--- config.mk ---
export PLATFORM = sky130hd
export DESIGN_NAME = fetch_unit
export DESIGN_NICKNAME = d
export VERILOG_FILES = /design/src/rtl/fetch_unit.sv
export SDC_FILE = /design/constraint.sdc
export NUM_CORES = 1
export LEC_CHECK = 0
export BUFFER_PORTS_ARGS = -buffer_cell sky130_fd_sc_hd__buf_2
export CAP_MARGIN = 20
export CORE_MARGIN = 2
export CORE_UTILIZATION = 45
export CTS_CLUSTER_SIZE = 12
export DETAILED_ROUTE_END_ITERATION = 6
export PLACE_DENSITY = 0.67
export SETUP_SLACK_MARGIN = 0.1
export SYNTH_ARGS = -nofsm -noshare
export SYNTH_HDL_FRONTEND = slang
export SYNTH_SLANG_ARGS = --single-unit
--- constraint.sdc ---
create_clock -name clk_i -period 3.95 [get_ports clk_i]
set_input_delay 0.79 -clock clk_i [delete_from_list [all_inputs] [get_ports clk_i]]
set_output_delay 0.79 -clock clk_i [all_outputs]
set_load 0.01 [all_outputs]
--- src/rtl/fetch_unit.sv ---
// Instruction fetch stage: owns the PC, keeps up to DEPTH word fetches in flight,
// buffers returned words and hands {instr, pc} to decode over valid/ready.
module fetch_unit #(
  parameter logic [31:0] RESET_PC = 32'h0000_0000,
  parameter int unsigned DEPTH    = 2
) (
  input  logic        clk_i,
  input  logic        rst_i,
  output logic        imem_req_o,
  output logic [31:0] imem_addr_o,
  input  logic        imem_gnt_i,
  input  logic        imem_rvalid_i,
  input  logic [31:0] imem_rdata_i,
  input  logic        redirect_i,
  input  logic [31:0] redirect_base_i,
  input  logic [31:0] ImmOp_i,
  output logic        instr_valid_o,
  output logic [31:0] instr_o,
  output logic [31:0] pc_o,
  input  logic        instr_ready_i,
  output logic        misalign_o
);

  localparam int unsigned PTR_W = (DEPTH > 1) ? $clog2(DEPTH) : 1;
  localparam int unsigned CNT_W = $clog2(DEPTH + 1);

  logic [31:0]      pc_q, pc_d;
  logic [31:0]      resp_pc_q, resp_pc_d;
  logic [CNT_W-1:0] outstanding_q, outstanding_d;
  logic [CNT_W-1:0] discard_q, discard_d;
  logic [CNT_W-1:0] count_q, count_d;
  logic [PTR_W-1:0] rd_ptr_q, rd_ptr_d;
  logic [PTR_W-1:0] wr_ptr_q, wr_ptr_d;
  logic             misalign_q, misalign_d;

  logic [31:0] buf_instr_q [DEPTH];
  logic [31:0] buf_pc_q    [DEPTH];

  logic [CNT_W:0] credit_used;
  logic           req;
  logic           fire;
  logic           resp;
  logic           drop;
  logic           push;
  logic           pop;
  logic [31:0]    target;
  logic [31:0]    target_al;

  // Handshake qualifiers and redirect target
  always_comb begin
    credit_used = {1'b0, outstanding_q} + {1'b0, count_q};
    req         = !rst_i && !redirect_i && (credit_used < (CNT_W + 1)'(DEPTH));
    fire        = req && imem_gnt_i;
    // A response with nothing outstanding is a protocol error and is ignored
    resp        = imem_rvalid_i && (outstanding_q != '0);
    drop        = resp && (discard_q != '0);
    push        = resp && !drop && !redirect_i;
    pop         = instr_valid_o && instr_ready_i && !redirect_i;
    target      = redirect_base_i + ImmOp_i;
    target_al   = {target[31:2], 2'b00};
  end

  // Next-state for PC, credit counters and buffer pointers
  always_comb begin
    pc_d          = pc_q;
    resp_pc_d     = resp_pc_q;
    outstanding_d = outstanding_q + CNT_W'(fire) - CNT_W'(resp);
    discard_d     = discard_q - CNT_W'(drop);
    count_d       = count_q + CNT_W'(push) - CNT_W'(pop);
    rd_ptr_d      = rd_ptr_q + PTR_W'(pop);
    wr_ptr_d      = wr_ptr_q + PTR_W'(push);
    misalign_d    = misalign_q;
    if (fire) begin
      pc_d = pc_q + 32'd4;
    end
    if (push) begin
      resp_pc_d = resp_pc_q + 32'd4;
    end
    if (redirect_i) begin
      // Everything still in flight after this cycle's response is stale
      pc_d      = target_al;
      resp_pc_d = target_al;
      discard_d = outstanding_d;
      count_d   = '0;
      rd_ptr_d  = '0;
      wr_ptr_d  = '0;
      if (target[1:0] != 2'b00) begin
        misalign_d = 1'b1;
      end
    end
  end

  // Control state register with synchronous reset
  always_ff @(posedge clk_i) begin
    if (rst_i) begin
      pc_q          <= RESET_PC;
      resp_pc_q     <= RESET_PC;
      outstanding_q <= '0;
      discard_q     <= '0;
      count_q       <= '0;
      rd_ptr_q      <= '0;
      wr_ptr_q      <= '0;
      misalign_q    <= 1'b0;
    end else begin
      pc_q          <= pc_d;
      resp_pc_q     <= resp_pc_d;
      outstanding_q <= outstanding_d;
      discard_q     <= discard_d;
      count_q       <= count_d;
      rd_ptr_q      <= rd_ptr_d;
      wr_ptr_q      <= wr_ptr_d;
      misalign_q    <= misalign_d;
    end
  end

  // Instruction buffer storage; contents are qualified by count_q, so no reset
  always_ff @(posedge clk_i) begin
    if (push) begin
      buf_instr_q[wr_ptr_q] <= imem_rdata_i;
      buf_pc_q[wr_ptr_q]    <= resp_pc_q;
    end
  end

  // Output drive from request logic and buffer head
  always_comb begin
    imem_req_o    = req;
    imem_addr_o   = pc_q;
    instr_valid_o = !rst_i && (count_q != '0);
    instr_o       = buf_instr_q[rd_ptr_q];
    pc_o          = buf_pc_q[rd_ptr_q];
    misalign_o    = misalign_q;
  end

endmodule

==> summary.txt <==
Status
  • Run status: finished clean

Floorplanning
  • Overall die width: ~150 um
  • I/O pins: 201
  • Starting utilization of the core area: a little under half
  • Std cell rows: 54
  • Die boundary height: 153 um
  • Die ar.: ~23000 um^2
  • Core Area: approximately 22000 um^2

Global route
  • Aggregate global-route resource usage: 19.6%
  • Met1 GRT Util: between 20% and 30%
  • Global routing met2 resource utilization: ~30%
  • Gr ovfl total: 0
  • Vias in the first global route: ~7000
  • Antenna violations before repair: 0
  • Met3 layer usage reported by global route: under 10%
  • Gr busiest metal: met2
  • Maximum number of pins on one net before global-route repair: 63
  • First-pass GRT wire length: ~37 mm

Synth
  • Synthesized area per cell: about 11 um^2
  • Flip-flop and latch count after synthesis: approximately 190
  • Async set or reset register ratio after synthesis: 0%
  • Number of unique standard cell types used by synthesis: 75
  • Seq/Total Area, Yosys: 51.1%
  • Post-synth top flop: edfxtp_1
  • EDFF count, synth: ~120
  • Post-Synthesis Cell Area: roughly 10000 um^2
  • Synthesis warning total: 0
  • Gate Count Post-Synth: 896

Critical path
  • Kind of capture point of the worst setup path: register
  • Peak per-stage delay on the critical path: 0.44 ns
  • Critical path data arrival time: 3.43 ns
  • Buffer and inverter count on the worst path: 1
  • Type of element launching the critical path: input port
  • Data required time of the worst path: between 4 and 5 ns
  • Series of cell instances along the critical path: buf_2 > ha_1 > fa_1 > a211oi_2 > nor4_2 > nor4b_4 > nor4_2 > nor4b_4 > o221ai_2 > xnor2_1 > o22ai_1
  • Slowest library cell on the worst path: fa_1
  • Biggest fanout along the worst timing path: 3
  • Type of the worst setup path: in -> reg
  • Family with the most delay on the worst path: simple AND/OR/NAND/NOR gates

Detailed routing
  • DRC: 0
  • Detailed router's first-iteration violation count: 434
  • Via Count: 7377
  • Routed WL per cell: between 15 and 20 um
  • Iteration count of the initial detailed-routing pass: 5
  • Final routed wirelength across all metal layers: approximately 23 mm
  • Post-detailed-route count of antenna-violating nets: 0
  • Mean number of vias per cell: approximately 5.4

Timing
  • Aggregate negative setup slack: 0 ns
  • Setup clock skew after layout: between 0.009 and 0.01 ns
  • Measured slew at the worst slew-check pin: 0.629 ns
  • Setup violation total in the final timing report: 0
  • Share of the clock period used by the worst path: 79.4%
  • Hold WS: roughly 0.45 ns
  • Post-layout minimum cycle time: approximately 3.1 ns
  • Number of pins exceeding their max-slew limit in the final report: 0
  • Relative slew slack: between 50% and 60%
  • Final number of hold-violating endpoints: 0
  • Upper clock frequency limit: approximately 320 MHz
  • RSZ-0062 raised after global routing: false

CTS
  • CTS tree: built
  • Count of H-tree levels built during CTS: 4
  • Hold-fix buffer count after cts: 0
  • Cts bufs inserted: 17
  • Buffer count from post-CTS setup fixing: 0
  • Clock Root Buffer: clkbuf_16
  • Quantity of gates resized following cts: 0
  • Clock Sink Count: slightly below 200
  • Clock Tree Buf Depth: 2
  • Clock-pin transition on the worst setup and hold timing paths: around 0.07 ns
  • Clk Latency, worst-skew pair: ~0.43 ns

Final layout
  • Filler cell count: about 2000
  • Fraction of final layout cells with drive strength greater than 1: between 20% and 30%
  • Area added between synthesis and finish: 17.3%
  • Number of nets in the finished design: 1225
  • Count of inserted antenna diode cells: 0

Power and ir drop
  • Leakage power of the design: 4.59 nW
  • Max VDD drop: 269 uV
  • Power density over the cells: ~420 nW/um^2

Worst hold path
  • Class of the most critical hold timing path: reg -> reg

Run
  • Max-capacitance violation count: 0

Placement
  • Port buffer count: just under 200
  • Gpl congestion: 0.892
  • Post-DP HPWL: around 16 mm
==> sequential cells by signal, indices dropped and copies added, names as in the netlist <==
| register | count |
|---|---|
| buf_instr_q | 64 |
| buf_pc_q | 60 |
| imem_addr_o | 30 |
| resp_pc_q | 30 |
| count_q | 2 |
| discard_q | 2 |
| outstanding_q | 2 |
| misalign_o | 1 |
| rd_ptr_q | 1 |
| wr_ptr_q | 1 |
==> per-layer routing <==
| metal | vias to the layer above | wire, um | part of all wire (%) |
|---|---|---|---|
| met4 | 0 | 529 | 2.3 |
| met3 | 33 | 1350 | 6.0 |
| met5 | - | 0 | 0 |
| met1 | 3406 | 10700 | 47 |
| met2 | 259 | 9990 | 44 |
| li1 | 3679 | - | - |
==> worst reg2reg max path: stages (launching register included) <==
cell and delay (ns):
dfxtp_1 0.34, and2_1 0.18, fa_1 0.48, nor4_4 0.34, and2_1 0.47, inv_4 0.12
nor3_4 0.36, nand4_4 0.19, nor2_2 0.13, xor2_1 0.16, nor2_1 0.06, a211oi_2 0.20
==> where the power goes <==
part	internal, W	leakage [nW]	total (W)	switching (W)
clock	0.000802	0.241	0.00151	0.000709
sequential	0.00232	1.70	0.00243	0.000115
combinational	0.000406	2.65	0.000956	0.000550
==> synth_stat cells, types with 16 or more instances <==
| cell type | n | area (um^2) |
|---|---|---|
| nand3_1 | 25 | 125 |
| xnor2_1 | 36 | 315 |
| o21ai_0 | 23 | 115 |
| nor2_1 | 68 | 255 |
| edfxtp_1 | 124 | 3720 |
| xor2_1 | 32 | 280 |
| ha_1 | 40 | 500 |
| nand4_1 | 17 | 106 |
| inv_1 | 20 | 75.1 |
| a21o_1 | 16 | 120 |
| a21oi_1 | 70 | 350 |
| mux2_2 | 63 | 709 |
| dfxtp_1 | 69 | 1380 |
| nand2_1 | 78 | 293 |
| clkbuf_1 | 16 | 60.1 |
==> through the flow <==
stage                     setup WS [ns]  util [%]  std cells  cell area (um^2)  total power (W)
after global routing              0.593      53.7       1374             11700          0.00515
after CTS                         0.801      53.7       1374             11700          0.00493
after global placement            0.426      51.4       1342             11200          0.00341
after detailed placement          0.387      51.4       1342             11200          0.00343
after floorplan                   0.323         -        899             10000          0.00311
final                             0.815      53.7       1374             11700          0.00490
==> logic make-up after synthesis <==
kind of cell	Yosys count	synth area share [%]
AOI/OAI and AO/OA	202	13.5
and+or+nand+nor	265	13.9
other	1	0.0375
xor gates and xnor gates	68	5.96
muxes	64	7.20
buffers and inverters	61	3.00
DFF	193	51.1
adders and majority gates	42	5.41
==> cell usage in the layout (no fill, tap or decap), types with 4 or more instances in the layout <==
master and n:
inv_1 20, buf_2 196, xnor2_1 36, and2_1 7
nand3_1 25, nand2b_1 6, xor2_1 32, a211o_1 4
edfxtp_1 124, clkbuf_16 17, a211oi_1 15, nor4_2 4
a21boi_0 7, a21o_1 16, o21bai_1 6, and3_1 12
o211ai_1 5, mux2_2 63, o21ai_0 23, o21a_1 12
nand4_1 17, or3_1 4, conb_1 4, nand2_1 78
dfxtp_1 68, a31oi_1 10, and4_1 6, nor2_1 68
a21oi_1 70, nor3_1 15, buf_4 4, clkbuf_1 5
ha_1 38, o22ai_1 5
==> cell type report <==
type,count,area [um^2],share of cell area (%)
sequential,193,5110,43.5
timing repair buffer,203,1070,9.13
multi-input combinational,645,4610,39.3
clock inverter,10,67.6,0.576
inverter,21,81.3,0.694
tap,280,350,2.99
clock buffer,22,444,3.79
==> worst paths after layout <==
kind                      startpoint                           end  slack (ns)  depth (start not counted)
max               redirect_base_i[0]  imem_addr_o[30]$_SDFFE_PP0P_        0.81                         11
min          misalign_o$_SDFFE_PP0P_       misalign_o$_SDFFE_PP0P_        0.45                          2
max reg2reg    count_q[0]$_SDFF_PP0_  imem_addr_o[25]$_SDFFE_PP0P_        0.85                         11
min reg2reg  misalign_o$_SDFFE_PP0P_       misalign_o$_SDFFE_PP0P_        0.45                          2
No activity file was read; power rests on OpenSTA's default activity.
